### config.mk
export PLATFORM = sky130hd
export DESIGN_NAME = bpm_avg_calculator_flat
export DESIGN_NICKNAME = d
export VERILOG_FILES = /design/src/rtl/bpm_avg_if.sv /design/src/rtl/bpm_avg_calculator.sv /design/src/flat_wrapper.sv
export SDC_FILE = /design/constraint.sdc
export NUM_CORES = 1
export LEC_CHECK = 0
export ABC_CLOCK_PERIOD_IN_PS = 9800
export BUFFER_PORTS_ARGS = -buffer_cell sky130_fd_sc_hd__buf_2
export CORE_AREA = 5 5 134 104
export DETAILED_ROUTE_END_ITERATION = 10
export DIE_AREA = 0 0 139 109
export PLACE_DENSITY = 0.77
export RECOVER_POWER = 50
export SLEW_MARGIN = 10
export SYNTH_ARGS = -nofsm -noshare
export SYNTH_HDL_FRONTEND = slang
export SYNTH_SLANG_ARGS = --single-unit
### constraint.sdc
create_clock -name clk -period 9.8 [get_ports clk]
set_input_delay 1.47 -clock clk [delete_from_list [all_inputs] [get_ports clk]]
set_output_delay 1.47 -clock clk [all_outputs]
set_load 0.05 [all_outputs]
### src/rtl/bpm_avg_if.sv
// Handshake bundle between the interval detector, the BPM averager and the
// display/host copy logic. The averager is the slave side.
interface bpm_avg_if #(
    parameter int WIDTH = 8,
    parameter int OUT_W = 8
);
    logic [WIDTH-1:0] interval_count;
    logic             interval_valid;
    logic             interval_ready;
    logic [OUT_W-1:0] bpm_value;
    logic             bpm_valid;
    logic             bpm_copied;
    logic             bpm_reject;
    logic             overrun;

    modport master (
        output interval_count, interval_valid, bpm_copied,
        input  interval_ready, bpm_value, bpm_valid, bpm_reject, overrun
    );

    modport slave (
        input  interval_count, interval_valid, bpm_copied,
        output interval_ready, bpm_value, bpm_valid, bpm_reject, overrun
    );
endinterface

### src/rtl/bpm_avg_calculator.sv
// Beat-rate averager: range-checks peak-to-peak interval counts, keeps a
// ring of the last AVG_DEPTH good intervals and converts their mean into a
// rounded BPM value with a 16-cycle restoring divider.
module bpm_avg_calculator #(
    parameter int WIDTH     = 8,
    parameter int FS        = 25,
    parameter int AVG_DEPTH = 4,
    parameter int BPM_MIN   = 30,
    parameter int BPM_MAX   = 220,
    parameter int OUT_W     = 8
) (
    input  logic      clk,
    input  logic      rst_n,
    input  logic      en,
    input  logic      clear_hist,
    bpm_avg_if.slave  bus
);
    localparam int K      = 60 * FS;                         // ticks per minute
    localparam int IMAX   = K / BPM_MIN;                     // longest legal interval
    localparam int IMIN   = (K + BPM_MAX - 1) / BPM_MAX;     // shortest legal interval
    localparam int LOG_D  = $clog2(AVG_DEPTH);
    localparam int PTR_W  = (LOG_D > 0) ? LOG_D : 1;
    localparam int SUM_W  = WIDTH + LOG_D;
    localparam int FILL_W = $clog2(AVG_DEPTH + 1);
    localparam int N_MAX  = K * AVG_DEPTH + ((2 ** SUM_W - 1) >> 1);
    localparam int N_W    = ($clog2(N_MAX + 1) > 16) ? $clog2(N_MAX + 1) : 16;
    localparam int Q_W    = 16;
    localparam int SAT    = (1 << OUT_W) - 1;

    typedef enum logic [1:0] {IDLE, LOAD, DIV, DONE} state_t;

    state_t            state;
    logic [WIDTH-1:0]  hist [AVG_DEPTH];
    logic [PTR_W-1:0]  wr_ptr;
    logic [SUM_W-1:0]  sum;
    logic [FILL_W-1:0] fill;
    logic [WIDTH-1:0]  int_q;
    logic [SUM_W-1:0]  div_d;
    logic [SUM_W-1:0]  rem;
    logic [Q_W-1:0]    q_sh;
    logic [3:0]        bit_cnt;
    logic [OUT_W-1:0]  bpm_value_q;
    logic              bpm_valid_q;
    logic              reject_q;
    logic              overrun_q;

    logic              ready;
    logic              in_range;
    logic [WIDTH-1:0]  evicted;
    logic [SUM_W-1:0]  new_sum;
    logic [FILL_W-1:0] new_fill;
    logic [N_W-1:0]    num;
    logic [SUM_W:0]    trial;
    logic              take;
    logic [SUM_W-1:0]  diff;

    // Ready is forced low while reset is asserted so every output reads 0.
    assign ready    = rst_n && en && (state == IDLE) && !bpm_valid_q;
    assign in_range = (int'(bus.interval_count) >= IMIN) &&
                      (int'(bus.interval_count) <= IMAX);

    // Running-sum update: the slot about to be overwritten only counts once
    // the ring has wrapped.
    assign evicted  = (fill == FILL_W'(AVG_DEPTH)) ? hist[wr_ptr] : '0;
    assign new_sum  = sum + SUM_W'(int_q) - SUM_W'(evicted);
    assign new_fill = (fill == FILL_W'(AVG_DEPTH)) ? fill : fill + FILL_W'(1);
    // Adding half the divisor turns the truncating divide into round-half-up.
    assign num      = N_W'(K) * N_W'(new_fill) + N_W'(new_sum >> 1);

    // One restoring-divide step: shift in the next dividend bit, subtract
    // the divisor when it fits. The true difference is below div_d, so the
    // low SUM_W bits of the subtraction are exact.
    assign trial = {rem, q_sh[Q_W-1]};
    assign take  = trial >= {1'b0, div_d};
    assign diff  = trial[SUM_W-1:0] - div_d;

    assign bus.interval_ready = ready;
    assign bus.bpm_value      = bpm_value_q;
    assign bus.bpm_valid      = bpm_valid_q;
    assign bus.bpm_reject     = reject_q;
    assign bus.overrun        = overrun_q;

    // Control FSM, history ring, divider datapath and registered outputs.
    always_ff @(posedge clk or negedge rst_n) begin
        if (!rst_n) begin
            state       <= IDLE;
            // NOTE: the history is a handful of registers, not a RAM, so it is
            // reset along with everything else and never holds stale samples.
            for (int i = 0; i < AVG_DEPTH; i++) hist[i] <= '0;
            wr_ptr      <= '0;
            sum         <= '0;
            fill        <= '0;
            int_q       <= '0;
            div_d       <= '0;
            rem         <= '0;
            q_sh        <= '0;
            bit_cnt     <= '0;
            bpm_value_q <= '0;
            bpm_valid_q <= 1'b0;
            reject_q    <= 1'b0;
            overrun_q   <= 1'b0;
        end else begin
            // NOTE: non-blocking assignments let every branch below read the
            // pre-edge values, so later defaults cannot leak into earlier logic.
            reject_q  <= 1'b0;
            overrun_q <= 1'b0;

            if (bpm_valid_q && bus.bpm_copied) bpm_valid_q <= 1'b0;
            if (en && bus.interval_valid && !ready) overrun_q <= 1'b1;

            if (clear_hist) begin
                // Flush wins over everything, including an accept on this edge.
                for (int i = 0; i < AVG_DEPTH; i++) hist[i] <= '0;
                wr_ptr <= '0;
                sum    <= '0;
                fill   <= '0;
                state  <= IDLE;
            end else if (!en) begin
                state <= IDLE;
            end else begin
                case (state)
                    IDLE: begin
                        if (bus.interval_valid && ready) begin
                            if (in_range) begin
                                int_q <= bus.interval_count;
                                state <= LOAD;
                            end else begin
                                reject_q <= 1'b1;
                            end
                        end
                    end
                    LOAD: begin
                        hist[wr_ptr] <= int_q;
                        wr_ptr  <= (wr_ptr == PTR_W'(AVG_DEPTH - 1)) ? '0 : wr_ptr + PTR_W'(1);
                        sum     <= new_sum;
                        fill    <= new_fill;
                        div_d   <= new_sum;
                        rem     <= SUM_W'(num >> Q_W);
                        q_sh    <= num[Q_W-1:0];
                        bit_cnt <= '0;
                        state   <= DIV;
                    end
                    DIV: begin
                        rem     <= take ? diff : trial[SUM_W-1:0];
                        q_sh    <= {q_sh[Q_W-2:0], take};
                        bit_cnt <= bit_cnt + 4'd1;
                        if (bit_cnt == 4'd15) state <= DONE;
                    end
                    DONE: begin
                        bpm_value_q <= (int'(q_sh) > SAT) ? '1 : q_sh[OUT_W-1:0];
                        bpm_valid_q <= 1'b1;
                        state       <= IDLE;
                    end
                    default: state <= IDLE;
                endcase
            end
        end
    end
endmodule

### src/flat_wrapper.sv
// flat-port wrapper written by rule: the top's interface ports become plain ports
module bpm_avg_calculator_flat 
#(
    parameter int WIDTH     = 8,
    parameter int FS        = 25,
    parameter int AVG_DEPTH = 4,
    parameter int BPM_MIN   = 30,
    parameter int BPM_MAX   = 220,
    parameter int OUT_W     = 8
)
  (clk, rst_n, en, clear_hist, bus_interval_count, bus_interval_valid, bus_bpm_copied, bus_interval_ready, bus_bpm_value, bus_bpm_valid, bus_bpm_reject, bus_overrun);
  bpm_avg_if #(.WIDTH(WIDTH), .OUT_W(OUT_W)) bus_i ();
  input  logic clk;
  input  logic rst_n;
  input  logic en;
  input  logic clear_hist;
  input wire logic [$bits(bus_i.interval_count)-1:0] bus_interval_count;
  input wire logic [$bits(bus_i.interval_valid)-1:0] bus_interval_valid;
  input wire logic [$bits(bus_i.bpm_copied)-1:0] bus_bpm_copied;
  output wire logic [$bits(bus_i.interval_ready)-1:0] bus_interval_ready;
  output wire logic [$bits(bus_i.bpm_value)-1:0] bus_bpm_value;
  output wire logic [$bits(bus_i.bpm_valid)-1:0] bus_bpm_valid;
  output wire logic [$bits(bus_i.bpm_reject)-1:0] bus_bpm_reject;
  output wire logic [$bits(bus_i.overrun)-1:0] bus_overrun;
  assign bus_i.interval_count = bus_interval_count;
  assign bus_i.interval_valid = bus_interval_valid;
  assign bus_i.bpm_copied = bus_bpm_copied;
  assign bus_interval_ready = bus_i.interval_ready;
  assign bus_bpm_value = bus_i.bpm_value;
  assign bus_bpm_valid = bus_i.bpm_valid;
  assign bus_bpm_reject = bus_i.bpm_reject;
  assign bus_overrun = bus_i.overrun;
  bpm_avg_calculator #(.WIDTH(WIDTH), .FS(FS), .AVG_DEPTH(AVG_DEPTH), .BPM_MIN(BPM_MIN), .BPM_MAX(BPM_MAX), .OUT_W(OUT_W)) u_core (.clk(clk), .rst_n(rst_n), .en(en), .clear_hist(clear_hist), .bus(bus_i));
endmodule
[Word-level counts from Yosys, hierarchy flattened]
Cells that the tools add are included.
Cells by class
  add/subtract/negate cells: 7
  $mul: 1
  order comparisons: 6
  equality and inequality tests: 9
  muxes and demuxes: 42
  bitwise gates (word level): 2
  reduce and logical (&&, ||, !) cells: 21
Operators by type and width (number)
  32-bit two-way mux: 3
  10-bit two-way mux: 4
  8-bit two-way mux: 5
  32-bit bitwise mux: 1
  16-bit case mux with 2 select lines: 1
  10-bit case mux with 2 select lines: 1
  2-bit two-way mux: 9
  8-bit binary-select mux with 2-bit select: 1
  8-bit demux with 2-bit select: 1
  16-bit by 8-bit > comparator with 1-bit output (second input constant): 1
  14-bit by 9-bit adder with 15-bit output: 1
  9-bit by 3-bit multiplier with 12-bit output (first input constant): 1
  3-bit two-way mux: 4
  3-bit AND reduction: 4
  11-bit by 10-bit greater-or-equal comparator with 1-bit output: 1
  10-bit by 8-bit adder with 10-bit output: 1
  1-bit two-way mux: 10
  10-bit subtractor: 1
  10-bit by 8-bit subtractor with 10-bit output: 1
  1-bit logical AND: 9
  8-bit by 3-bit greater-or-equal comparator with 1-bit output (second input constant): 1
  8-bit by 6-bit <= comparator with 1-bit output (second input constant): 1
  4-bit by 3-bit != test with 1-bit output (second input constant): 2
  2-bit case mux with 4 select lines: 1
  other kinds (18): 23
Storage, ports and cells
  register bits: 108
  bits of input ports: 14
  output and inout bits: 12
  word-level logic and storage cells: 105

[Depth between registers and ports, before layout]
  depth after elaboration: 9
  mapped depth: 23
  depth with buffers taken out: 23

[Worst setup path after synthesis]
Ideal clock, no wire load.
  path kind: register to register
  from: register u_core.wr_ptr[0]
  to: register u_core.q_sh[12]
  setup time: 0.127 ns
  arrival time: 5.084 ns
  required time: 9.673 ns
  slack: 4.589 ns
  cell stages (with the launch flop): 19
  path buffers: 1
  clock period less this slack: 5.211 ns
  cell sequence: dfrtp_1 clkbuf_1 mux4_2 nor2b_1 fa_1 inv_1 ha_1 a21o_1 a21oi_1 xor2_1 inv_1 ha_1 fa_1 maj3_2 maj3_2 maj3_2 a41oi_2 mux2i_1 nand3_1
On the way
  cells in the longest elaborated chain, start to end: 8
RTL lines
  from (decl): line bpm_avg_calculator.sv:34  | logic [PTR_W-1:0] wr_ptr;
  from (signal assigned): line bpm_avg_calculator.sv:134  | wr_ptr <= (wr_ptr == PTR_W'(AVG_DEPTH - 1)) ? '0 : wr_ptr + PTR_W'(1);
  2-bit inverter with 3-bit output (not written as such): line bpm_avg_calculator.sv:64  | assign evicted = (fill == FILL_W'(AVG_DEPTH)) ? hist[wr_ptr] : '0;
  8-bit binary-select mux with 2-bit select: line bpm_avg_calculator.sv:64
  8-bit two-way mux (not written as such) (2 in series): line bpm_avg_calculator.sv:64
  8-bit two-way mux: line bpm_avg_calculator.sv:64
  10-bit by 8-bit subtractor with 10-bit output: line bpm_avg_calculator.sv:65  | assign new_sum = sum + SUM_W'(int_q) - SUM_W'(evicted);
  named net u_core.new_sum[3]: line bpm_avg_calculator.sv:50  | logic [SUM_W-1:0] new_sum;
  14-bit by 9-bit adder with 15-bit output: line bpm_avg_calculator.sv:68  | assign num = N_W'(K) * N_W'(new_fill) + N_W'(new_sum >> 1);
  16-bit case mux with 2 select lines: line bpm_avg_calculator.sv:121  | case (state)
  to (signal assigned): line bpm_avg_calculator.sv:139  | q_sh <= num[Q_W-1:0];
  to (signal assigned): line bpm_avg_calculator.sv:145  | q_sh <= {q_sh[Q_W-2:0], take};
  to (decl): line bpm_avg_calculator.sv:40  | logic [Q_W-1:0] q_sh;
The timed path passes the listed nets, and every way through them passes these cells. The select of a mux whose other input is x is not followed.
A chain may end at the register's enable or synchronous reset.

==> flow_summary.toml <==
[timing]
slew_headroom_pct = -204
worstMarginPinSlew_ns = 4.56
fin_skew_ns = 0.00895
setup_viol = 0
grt_setup_unrepaired = "false"
tns_ns = 0
fin_crit_ns = 6.36
maxSlewViolCount = 188
finalHoldViolCount = 0
fmax_mhz = 157
post-route-period-util_pct = 64.8

[die]
die_y_um = 109
fp.dieW_um = 139
rows = 36
io_pins = 26
coreArea_um2 = 12600
initial_core_util_pct = 53.2
die-area_um2 = 15200

[drt]
drtPass1Iterations = 5
wl_per_cell_um = 16.6
vias = 5287
drtIter0Drc = 468
drc = 0
viasPerCell = 5.74
antenna_left = 0
wl_um = 15200

[clocking]
cts_buffer_depth = 2
cts_setup_buffers = 0
clk_pin_slew_ns = 0.07
cts_tree = "built"
cts_buffers = 9
clk_latency_ns = 0.35
root_buffer = "clkbuf_16"
postCtsHoldBufs = 0
numClockSinks = 108
h-tree-depth = 3
ctsResizeCount = 0

[cells_and_area]
syn2layout_area_growth_pct = 7.47
final_nets = 813
antennaDiodeCount = 0
drive_gt1_share_pct = 7.20

[logic_synthesis]
syn-num-nets = 806
synth_warnings = 0
synthCells = 738
async_flop_share_pct = 100
synth_seq_cells = 108
syn_area_um2 = 6700
synth.distinct_cells = 52
ys_top_cells_by_count = "dfrtp_1, nand2_1, a21oi_1, inv_1, nand3_1"
yosysSeqAreaShare_pct = 40.3
netlist.area_leader.share_pct = 40.3
synth_edf_count = 0
synth_flop_cell = "dfrtp_1"
synth_area_leaders = "dfrtp_1, ha_1, nand2_1"
yosysTopAreaCell = "dfrtp_1"
avgSynthCellArea_um2 = 9.08

[pwr]
pwr-share-comb_pct = 34.1
powerDensity_nw_per_um2 = 175
p_leak_nw = 3.24
clock_power_share_pct = 27.4
ir_drop_uv = 106
internal-power_mw = 0.823
finalPower_mw = 1.26
p_sw_mw = 0.437
seq_power_share_pct = 38.5
swShare_pct = 34.7

[setup_path]
cpMostUsedCell = "clkbuf_1"
required_ns = 9.18
crit_arrival_ns = 5.74
cp_num_buf_inv = 2
cp-end-kind = "asynchronous set/reset pin"
worst_setup_path_start_kind = "input port"
cp_max_fo = 85
critical_path.slowest_cell = "clkbuf_1"
max_stage_delay_ns = 3.25
cp_cell_sequence = "clkbuf_1 > clkbuf_1"
path_class = "input port to asynchronous set/reset pin"
critical-path-top-delay-family = "buffers and inverters"

[status]
outcome = "finished with violations"
violations = "max-capacitance violations, max-slew violations"

[grt]
grt.overflow.total = 0
antenna_found_initial = 0
grt_max_degree = 86
grt_pass1_wl_um = 26100
gr-usage-all-layers_pct = 21.1
grt_pass1_vias = 5286

[place]
port_buffers = 25
gp_congestion = 0.851
dp_hpwl_um = 11200

[hold_path]
hold_class = "flop to flop"

[run]
drv_cap = 3
-- worst paths after layout --
path	from	end	slack, ns	cells past startpoint
min in group asynchronous	rst_n	u_core.bit_cnt[1]$_DFFE_PN0P_	1.39	1
max in group clk	u_core.wr_ptr[0]$_DFFE_PN0P_	u_core.q_sh[12]$_DFFE_PN0P_	4.35	17
worst min register to register	u_core.div_d[2]$_DFFE_PN0P_	u_core.div_d[2]$_DFFE_PN0P_	0.48	2
worst max register to register	u_core.wr_ptr[0]$_DFFE_PN0P_	u_core.q_sh[12]$_DFFE_PN0P_	4.35	17
worst min-delay path	u_core.div_d[2]$_DFFE_PN0P_	u_core.div_d[2]$_DFFE_PN0P_	0.48	2
worst max-delay path	rst_n	u_core.hist[9]$_DFFE_PN0P_	3.44	2
-- cells by family after synthesis --
| family | share of synthesized area [%] |
|---|---|
| compound gates | 14.1 |
| xor+xnor | 4.57 |
| fa+ha+maj | 12.1 |
| buf+inv | 5.54 |
| flops | 40.3 |
| mux | 6.59 |
| simple gates | 16.8 |
-- layer usage --
metal	wire [um]	GRT usage, %
met5	0	0
met2	7000	33.3
met3	979	4.43
met4	216	5.59
met1	7060	29.8
-- cell type report --
type	instances	area (um2)
timing repair buffer	31	143
multi-input combinational	531	3630
inverter	64	240
clock inverter	6	46.3
sequential	108	2700
fill	1101	5410
tap	171	214
clock buffer	10	229
-- state kept, by name (all words and copies together) (netlist names), 2 cells and up --
register	flops
u_core.bit_cnt	4
u_core.bus.bpm_value	8
u_core.div_d	10
u_core.fill	3
u_core.hist	32
u_core.int_q	8
u_core.q_sh	16
u_core.rem	10
u_core.state	2
u_core.sum	10
u_core.wr_ptr	2
-- cell usage in the layout, fill, tap and decap left out, types with 4 or more instances in the layout --
cell type  instances
inv_1             64
clkbuf_1          17
xnor2_1           23
nand2b_1           5
mux2i_1           16
nand2_1          108
o22a_1             8
ha_1              42
a21oi_1           69
a211oi_1           4
nor3_1            10
clkbuf_16          9
nor2b_1           16
buf_2             12
xor2_1            12
dfrtp_1          108
and3_1             6
and2_1             4
a21o_1            10
fa_1              12
mux2_2             9
o21ai_0           38
nand4_1            5
mux4_2             8
nand3_1           51
o21a_1             4
nor2_1            35
-- power by group through the flow --
| stage | logic (mW) | registers, mW | clock network (mW) |
|---|---|---|---|
| after floorplan | 0.330 | 0.487 | 0 |
| after global placement | 0.417 | 0.491 | 0 |
| after detailed placement | 0.430 | 0.493 | 0 |
| after CTS | 0.433 | 0.484 | 0.353 |
| after global routing | 0.480 | 0.487 | 0.369 |
| final | 0.429 | 0.485 | 0.346 |
-- metrics by stage --
step	std cells	hold slack (ns)	instance area [um2]	util, %	worst slack, ns
final	921	0.477	7200	57.1	3.44
after CTS	921	0.486	7230	57.4	4.31
after detailed placement	905	0.470	6960	55.2	4.35
after floorplan	738	0.444	6700	-	4.59
after global placement	905	0.463	6960	55.2	4.51
after global routing	921	0.509	7200	57.1	2.13
(Power assumes the default switching activity.)
